$ cat src/rtl/tx_port_channel_gate_sync_pkg.sv
// tx_port_gate_pkg: gate FSM states, field widths and FIFO marker packing
// shared by the TX channel gate.
package tx_port_gate_pkg;
    localparam int LEN_W = 32;
    localparam int OFF_W = 31;
    localparam int CNT_W = 32;
    localparam int MRK_W = LEN_W + OFF_W + 1;

    typedef enum logic [1:0] {IDLE, OPENING, OPEN, CLOSE} gate_state_t;

    function automatic logic [MRK_W-1:0] pack_header(input logic [LEN_W-1:0] len, input logic [OFF_W-1:0] off, input logic last);
        return {len, off, last};
    endfunction

    function automatic logic [MRK_W-1:0] pack_close(input logic short_xfer, input logic [CNT_W-1:0] count);
        return MRK_W'({short_xfer, count});
    endfunction
endpackage

$ cat src/rtl/tx_port_channel_gate_sync_fifo.sv
// sync_fifo: single-clock first-word-fall-through FIFO; full asserts one
// entry early so a write already registered upstream always fits.
module sync_fifo #(
    parameter int WIDTH = 65,
    parameter int DEPTH = 16
) (
    input  logic                       clk,
    input  logic                       rst_n,
    input  logic                       wr_en,
    input  logic [WIDTH-1:0]           wr_data,
    input  logic                       rd_en,
    output logic [WIDTH-1:0]           rd_data,
    output logic [$clog2(DEPTH):0]     occupancy,
    output logic                       full
);
    localparam int AW = $clog2(DEPTH);

    logic [WIDTH-1:0] mem [DEPTH];
    logic [AW-1:0]    wr_ptr;
    logic [AW-1:0]    rd_ptr;
    logic             empty;
    logic             do_rd;

    assign empty   = occupancy == '0;
    assign do_rd   = rd_en & ~empty;
    assign full    = occupancy >= (AW+1)'(DEPTH - 1);
    assign rd_data = empty ? '0 : mem[rd_ptr];

    always_ff @(posedge clk or negedge rst_n) begin
        if (!rst_n) begin
            wr_ptr    <= '0;
            rd_ptr    <= '0;
            occupancy <= '0;
        end else begin
            if (wr_en) wr_ptr <= wr_ptr + 1'b1;
            if (do_rd) rd_ptr <= rd_ptr + 1'b1;
            occupancy <= occupancy + (AW+1)'(wr_en) - (AW+1)'(do_rd);
        end
    end

    always_ff @(posedge clk) begin
        if (wr_en) mem[wr_ptr] <= wr_data;
    end
endmodule

$ cat src/rtl/tx_port_channel_gate_sync.sv
// tx_port_channel_gate_sync: captures a TX channel transaction (header, data
// beats, close marker with word count and short flag) into a local FIFO.
module tx_port_channel_gate_sync
    import tx_port_gate_pkg::*;
#(
    parameter int C_DATA_WIDTH  = 64,
    parameter int C_FIFO_DEPTH  = 16,
    parameter int C_ENFORCE_LEN = 0,
    localparam int C_FIFO_DATA_WIDTH = C_DATA_WIDTH + 1
) (
    input  logic                         CLK,
    input  logic                         RST_N,
    output logic [C_FIFO_DATA_WIDTH-1:0] RD_DATA,
    output logic                         RD_EMPTY,
    input  logic                         RD_EN,
    input  logic                         CHNL_TX,
    output logic                         CHNL_TX_ACK,
    input  logic                         CHNL_TX_LAST,
    input  logic [31:0]                  CHNL_TX_LEN,
    input  logic [30:0]                  CHNL_TX_OFF,
    input  logic [C_DATA_WIDTH-1:0]      CHNL_TX_DATA,
    input  logic                         CHNL_TX_DATA_VALID,
    output logic                         CHNL_TX_DATA_REN
);
    localparam int BEAT_WORDS = C_DATA_WIDTH / 32;

    gate_state_t                  state;
    gate_state_t                  nxt_state;
    logic                         r_tx;
    logic                         r_last;
    logic [LEN_W-1:0]             r_len;
    logic [OFF_W-1:0]             r_off;
    logic [LEN_W-1:0]             len_q;
    logic [CNT_W-1:0]             count;
    logic [CNT_W:0]               count_sum;
    logic                         full;
    logic                         limit;
    logic                         accept;
    logic                         hdr_wr;
    logic                         cls_wr;
    logic                         wr_en;
    logic [C_FIFO_DATA_WIDTH-1:0] wr_data;
    logic [C_FIFO_DATA_WIDTH-1:0] wr_nxt;
    logic [$clog2(C_FIFO_DEPTH):0] occupancy;

    assign RD_EMPTY  = occupancy == '0;
    assign limit     = C_ENFORCE_LEN != 0 && count >= len_q;
    assign accept    = CHNL_TX_DATA_REN & CHNL_TX_DATA_VALID;
    assign count_sum = {1'b0, count} + (CNT_W+1)'(BEAT_WORDS);

    always_ff @(posedge CLK or negedge RST_N) begin
        if (!RST_N) begin
            r_tx   <= 1'b0;
            r_last <= 1'b0;
            r_len  <= '0;
            r_off  <= '0;
        end else begin
            r_tx   <= CHNL_TX;
            r_last <= CHNL_TX_LAST;
            r_len  <= CHNL_TX_LEN;
            r_off  <= CHNL_TX_OFF;
        end
    end

    always_ff @(posedge CLK or negedge RST_N) begin
        if (!RST_N) state <= IDLE;
        else        state <= nxt_state;
    end

    always_comb begin
        nxt_state = state;
        case (state)
            IDLE:    if (hdr_wr) nxt_state = OPENING;
            OPENING: nxt_state = r_tx ? OPEN : CLOSE;
            OPEN:    if (!r_tx) nxt_state = CLOSE;
            CLOSE:   if (!full) nxt_state = IDLE;
            default: nxt_state = IDLE;
        endcase
    end

    always_comb begin
        hdr_wr           = state == IDLE && r_tx && !full;
        cls_wr           = state == CLOSE && !full;
        CHNL_TX_DATA_REN = state == OPEN && CHNL_TX && r_tx && !full && !limit;
        wr_nxt           = hdr_wr ? {1'b1, C_DATA_WIDTH'(pack_header(r_len, r_off, r_last))} :
                           cls_wr ? {1'b1, C_DATA_WIDTH'(pack_close(count < len_q, count))} :
                                    {1'b0, CHNL_TX_DATA};
    end

    // Every FIFO write goes through one register stage, which is why full is early.
    always_ff @(posedge CLK or negedge RST_N) begin
        if (!RST_N) begin
            CHNL_TX_ACK <= 1'b0;
            wr_en       <= 1'b0;
            wr_data     <= '0;
            len_q       <= '0;
            count       <= '0;
        end else begin
            CHNL_TX_ACK <= hdr_wr;
            wr_en       <= hdr_wr | cls_wr | accept;
            wr_data     <= wr_nxt;
            if (hdr_wr) len_q <= r_len;
            count <= state == IDLE ? '0 :
                     accept ? (count_sum[CNT_W] ? '1 : count_sum[CNT_W-1:0]) : count;
        end
    end

    sync_fifo #(
        .WIDTH (C_FIFO_DATA_WIDTH),
        .DEPTH (C_FIFO_DEPTH)
    ) u_fifo (
        .clk       (CLK),
        .rst_n     (RST_N),
        .wr_en     (wr_en),
        .wr_data   (wr_data),
        .rd_en     (RD_EN),
        .rd_data   (RD_DATA),
        .occupancy (occupancy),
        .full      (full)
    );
endmodule

$ cat config.mk
export PLATFORM = sky130hd
export DESIGN_NAME = tx_port_channel_gate_sync
export DESIGN_NICKNAME = d
export VERILOG_FILES = /design/src/rtl/tx_port_channel_gate_sync_pkg.sv /design/src/rtl/tx_port_channel_gate_sync_fifo.sv /design/src/rtl/tx_port_channel_gate_sync.sv
export SDC_FILE = /design/constraint.sdc
export NUM_CORES = 2
export LEC_CHECK = 0
export ABC_AREA = 1
export CORE_MARGIN = 2
export CORE_UTILIZATION = 45
export DETAILED_ROUTE_END_ITERATION = 10
export SETUP_SLACK_MARGIN = 0.05
export SLEW_MARGIN = 10
export SYNTH_ARGS = -nofsm -noshare
export SYNTH_HDL_FRONTEND = slang
export SYNTH_SLANG_ARGS = --single-unit
$ cat constraint.sdc
create_clock -name CLK -period 3.9 [get_ports CLK]
set_input_delay 0.78 -clock CLK [delete_from_list [all_inputs] [get_ports CLK]]
set_output_delay 0.78 -clock CLK [all_outputs]
set_load 0.02 [all_outputs]
# After elaboration in Yosys (flattened, before gate mapping)
# Memory sizes are Yosys's and may differ from the RTL's.
# Cells that the tools add are included.
[word_totals] register_bits=211 latchBits=0 ram_bits=1040 mem_bits_ro=0 output_inout_bits=68 n_memories=1
[classes] addsub=5 mul=0 div=0 magnitude_cmp=2 eq_ne=6 shift=0 mux=13 bitwise_logic=5 n_reduce_logical=11
[memory_table] name="u_fifo.mem" depth=16 width=65 read_ports=1 rd_ports_with_merged_regs=0 wr=1 line_no="tx_port_channel_gate_sync_fifo.sv:18" rtl="logic [WIDTH-1:0] mem [DEPTH];"
[op_table] op="2-to-1 mux 65 bit" n=3
[op_table] op="2-to-1 mux 32 bit" n=3
[op_table] op="adder 32 x 2 -> 33 bit (second input constant)" n=1
[op_table] op="less-than comparator 32 bit" n=1
[op_table] op="adder 4 x 1 -> 4 bit (second input constant)" n=2
[op_table] op="one-hot mux 2 bit (4 select lines)" n=1
[op_table] op="logical AND 1 bit" n=6
[op_table] op="2-to-1 mux 2 bit" n=3
[op_table] op="inequality test 2 bit (second input constant)" n=3
[op_table] op="adder 5 x 1 -> 5 bit" n=1
[op_table] op=">= comparator 5 x 4 -> 1 bit (second input constant)" n=1
[op_table] op="zero test 5 bit" n=1
[op_table] op="subtractor 5 x 1 -> 5 bit" n=1
[op_table] op="== test 2 bit (second input constant)" n=2
[op_table] op="2-to-1 mux 1 bit" n=3
[op_table] op="AND reduction 3 bit" n=1
[op_table] op="AND 1 bit" n=2
[op_table] op="== test 2 x 1 -> 1 bit (second input constant)" n=1
[op_table] op="zero test 2 bit" n=1
[op_table] op="OR 1 bit" n=2
[op_table] op="nonzero test 2 bit" n=1
[op_table] op="zero test 1 bit" n=1
[op_table] op="NOT 1 bit" n=1

# Depth between registers and ports, before layout
[depth] depth_word=7 ltp_mapped=13 ltp_nobuf=13

# Hierarchy
# A second synthesis with hierarchy kept.
[hier_totals] cells_unflattened=5102 area_unflattened_um2=53378.7
[modules_own_cells] module="sync_fifo" n_inst=1 cells_each=4159 area_each_um2=44863.0 seq_area_each_um2=31555.3
[modules_own_cells] module="tx_port_channel_gate_sync" n_inst=1 cells_each=943 area_each_um2=8515.7 seq_area_each_um2=4954.8

# Worst setup path before layout
# Ideal clock, no wire load.
[synth_path] kind="reg-to-reg" from="register wr_en" to="memory u_fifo.mem[11][0] (enable)" setup_time_ns=0.488 t_arrival_ns=3.485 required_ns=3.412 path_slack_ns=-0.073 stages_incl_launch_ff=4 n_path_buf=1 period_less_slack_ns=3.973 cell_sequence="dfrtp_1 > clkbuf_1 > nand2_1 > nor2_1"
[synth_between] elab_chain_cells=2
[synth_rtl] element="start, declared" line_no="tx_port_channel_gate_sync.sv:41" rtl="logic wr_en;"
[synth_rtl] element="start signal, assigned" line_no="tx_port_channel_gate_sync.sv:100" rtl="wr_en <= hdr_wr | cls_wr | accept;"
[synth_rtl] element="2-to-1 mux 1 bit" line_no="tx_port_channel_gate_sync_fifo.sv:42" rtl="if (wr_en) mem[wr_ptr] <= wr_data;"
[synth_rtl] element="2-to-1 mux 1 bit (implied by the code)" line_no="tx_port_channel_gate_sync_fifo.sv:42"
[synth_rtl] element="end, declared" line_no="tx_port_channel_gate_sync_fifo.sv:18"
# Every way passes these cells.

# Final worst setup path
[layout_path] from="register u_fifo.rd_ptr[0]" to="output port RD_DATA[35]"
[layout_between] elab_chain_cells=2
[layout_rtl] element="start, declared" line_no="tx_port_channel_gate_sync_fifo.sv:20" rtl="logic [AW-1:0] rd_ptr;"
[layout_rtl] element="start signal, assigned" line_no="tx_port_channel_gate_sync_fifo.sv:36" rtl="if (do_rd) rd_ptr <= rd_ptr + 1'b1;"
[layout_rtl] element="memory read (16 x 65 bit)"
[layout_rtl] element="2-to-1 mux 65 bit" line_no="tx_port_channel_gate_sync_fifo.sv:27" rtl="assign rd_data = empty ? '0 : mem[rd_ptr];"
[layout_rtl] element="end, declared" line_no="tx_port_channel_gate_sync.sv:13" rtl="output logic [C_FIFO_DATA_WIDTH-1:0] RD_DATA,"
# Every way passes these cells.

==> summary.md <==
| Metric | Value |
|---|---|
| Status | completed |
| Main synth FF type | edfxtp_1 |
| Initial antenna violation count | 3 |
| EDFF count, synth | around 1000 |
| Worst setup path class | reg -> out |
| Final period util | 96.7% |
| Fmax | between 200 and 300 MHz |
| Drt drc | 0 |
| Mean post-synth cell area | 13.2 um^2 |
| Syn-to-layout area delta | 17.7% |
| Number of global-route vias before repair | approximately 32000 |
| Cell row count | roughly 120 |
| Max-slew violations | 0 |
| PortBufs | 200 |
| Final RePlAce weighted congestion | roughly 0.95 |
| Synth top area share | 63.2% |
| Initial Utilization | 45.4% |
| Syn Nets | slightly below 4000 |
| Final hold vios | 0 |
| Synth Area in Adders | 1.31% |
| H-tree lvl count | 4 |
| Final Skew | roughly 22 ps |
| Inst Count DP | approximately 5200 |
| Worst path required time | between 3000 and 4000 ps |
| Critical path startpoint category | flip-flop |
| Setup WS post-layout | ~130 ps |
| First-pass DRT Iterations | 5 |
| Clock tree sinks | 1251 |
| Compound-Gate Fraction of Synth Area | a little over an eighth |
| Remaining antenna violation count | 0 |
| Total Routing Usage GR | about 25% |
| Min Tclk post-route | around 3800 ps |
| Largest family of logic cells by synthesized area | compound AO/OA/AOI/OAI gates |
| Fillcell total | 8924 |
| Area of the multi-input gates | around 0.011 mm^2 |
| Register Area | between 0.03 and 0.04 mm^2 |
| Vias | 32300 |
| CP arrival | 2990 ps |
| Top cells by area, synth | edfxtp_1 63%, dfrtp_1 11%, o21ai_0 5.5% |
| Wirelength, routed | between 100000 and 150000 um |
| Max Root-Sink Buffers | 3 |
| Post-Synthesis Cells | 3755 |
| IO Pins | 201 |
| RSZ-0062 raised after global routing | no |
| CTS tree | built |
| DR vias/cell | roughly 5.9 |
| Least-Margin Pin Slew | 1040 ps |
| Routed WL per cell | between 20 and 30 um |
| Die area | approximately 0.11 mm^2 |
| Share of layout cells above drive strength 1 | approximately a tenth |
| Grt ovf | 0 |
| Post-place setup slack | about 310 ps |
| Nets@finish | 4168 |
| CTS clock-pin slew for the worst setup and hold paths | ~60 ps |
| Area leader, netlist | edfxtp_1 |
| Worst hold path class | in -> reg |
| Final Hold Slack | roughly 460 ps |
| Die width | approximately 340 um |
| Synth Warn # | 0 |
| Finished Layout Cells | between 5000 and 6000 |
| Mapped cell area | between 0.04 and 0.05 mm^2 |
| Post-Synth XOR/XNOR Area | less than 1% |
| Power Density | just under 800 mW/mm^2 |
| HPWL after detailed placement | 74900 um |
| Core box area | roughly 0.11 mm^2 |
| DR iter-0 viols | 3764 |
| Share of flip-flops with an asynchronous set or reset | between 15 and 20% |
| Post-synthesis mux area share | 0% |
| Post-synth cell types | 40 |
| Pwr Total | approximately 46 mW |
| Sequential area share after synthesis | 73.9% |
| Max_slew headroom | a little over 30% |
| Commonest cells in the netlist | 1040 x edfxtp_1, 597 x nor2_1, 543 x o21ai_0 |
| Final core occ | approximately 53% |
| Flops & latches, synth | about 1300 |
| LEAKAGE | ~20 nW |
| Worst skew pair latency | about 760 ps |
| Worst-path maximum fanout | 30 |
| Simple-gate portion of the synthesized area | 7.81% |
| Most common cell in the netlist | edfxtp_1 |
| CTS buffer count | around 130 |
| Setup Viol. Count Final | 0 |
| # Max-Cap Violations | 0 |
| CP Capture Type | primary output |
| Peak supply drop | 605 uV |
| Die Ht | between 300 and 400 um |
| Clock Tree Root | clkbuf_16 |
| First-pass GRT wire length | between 200000 and 250000 um |
| Maximum number of pins on one net before global-route repair | 95 |
-- where the power goes --
group / switching (mW) / internal (mW) / leakage, nW
registers: 1.72 / 16.9 / 11.9
clock network: 5.23 / 6.77 / 2.02
logic: 10.1 / 5.21 / 5.98
-- cells in the final DEF (no fill, tap or decap), types with 6 or more instances in the layout --
cell             Yosys  routed
clkdlybuf4s50_1      0     134
buf_16               0      11
bufbuf_16            0       7
o211ai_1            97      97
clkbuf_1            91      27
a21oi_1            114      87
nand3_1             93      93
xor2_1              18      18
clkdlybuf4s15_2      0       6
edfxtp_1          1040    1040
nor2_4               0      17
dlygate4sd2_1        0      26
buf_6               23       6
nand2_1            257     257
clkbuf_16            0     136
clkbuf_2            27      17
dfrtp_1            211     207
buf_4               13      85
nor3_1              11      11
o21ai_1             58      58
buf_12               0      32
o221ai_1           163     162
clkinv_2             0      18
clkdlybuf4s15_1      0      10
o22ai_1            110     110
inv_16               0       6
inv_1              109     107
nand4_1              6       6
nor2_1             597     580
a21oi_2              0      26
clkinv_8             0       6
o21ai_0            543     543
ha_1                50      50
clkinv_1             1      31
-- worst max-delay path, stage by stage (launching register included) --
cell	delay (ps)
dfrtp_4	560
clkbuf_16	240
bufbuf_16	340
o21ai_0	110
o221ai_1	200
o211ai_1	150
a21oi_2	340
clkdlybuf4s15_2	320
-- routing by layer --
layer / part of all wire (%) / track usage [%]
met1: 42 / 35.5
met3: 8.8 / 3.96
met4: 2.9 / 8.56
met2: 47 / 39.8
met5: 0 / 0
-- state kept, by name, indices dropped and copies added, names as in the netlist --
signal,count
count,32
state,2
r_len,32
r_tx,1
r_last,1
r_off,31
u_fifo.wr_ptr,4
u_fifo.mem,1040
u_fifo.occupancy,5
len_q,32
wr_data,65
wr_en,1
u_fifo.rd_ptr,4
CHNL_TX_ACK,1
-- metrics by stage --
step                TNS, ps  area (um^2)
floorplan            -52910        49400
global placement          0        53300
detailed placement        0        53300
CTS                    -183        58100
global route              0        58200
finish                    0        58200
-- layout make-up --
| type | instances | area share (%) |
|---|---|---|
| Sequential cell | 1251 | 62.8 |
| Inverter | 115 | 0.832 |
| Clock inverter | 73 | 1.09 |
| Clock buffer | 165 | 6.01 |
| Tap cell | 1414 | 3.04 |
| Timing Repair inverter | 3 | 0.0581 |
| Antenna cell | 2 | 0.00860 |
| Multi-Input combinational cell | 2139 | 19.6 |
| Timing Repair Buffer | 343 | 6.61 |
-- repair_timing --
item	4_1_cts	5_1_grt
setup buffers	11	4
endpoints found under the setup margin	62	38
hold buffers	1	0
endpoints found under the hold margin	11	0
gates cloned	12	3
resized for setup	124	54
pin swaps	5	5
-- logic make-up after synthesis --
kind of cell,after synthesis
AND/OR/NAND/NOR,977
buffers and inverters,365
XOR/XNOR,20
flip-flops,1251
adder cells (fa/ha/maj),51
AO/OA/AOI/OAI,1091
-- worst paths after layout --
path,start,end,slack (ps),cells past startpoint
setup / recovery,u_fifo.rd_ptr[0]$_DFFE_PN0P_,RD_DATA[35],130,7
hold / removal,CHNL_TX_LEN[27],r_len[27]$_DFF_PN0_,460,1
setup reg to reg,u_fifo.occupancy[2]$_DFF_PN0_,u_fifo.occupancy[4]$_DFF_PN0_,1200,13
hold reg to reg,r_len[0]$_DFF_PN0_,len_q[0]$_DFFE_PN0P_,460,2
max in group asynchronous,RST_N,u_fifo.occupancy[3]$_DFF_PN0_,2480,3
min in group asynchronous,RST_N,len_q[6]$_DFFE_PN0P_,570,2
No activity file was read; power rests on OpenSTA's default activity.
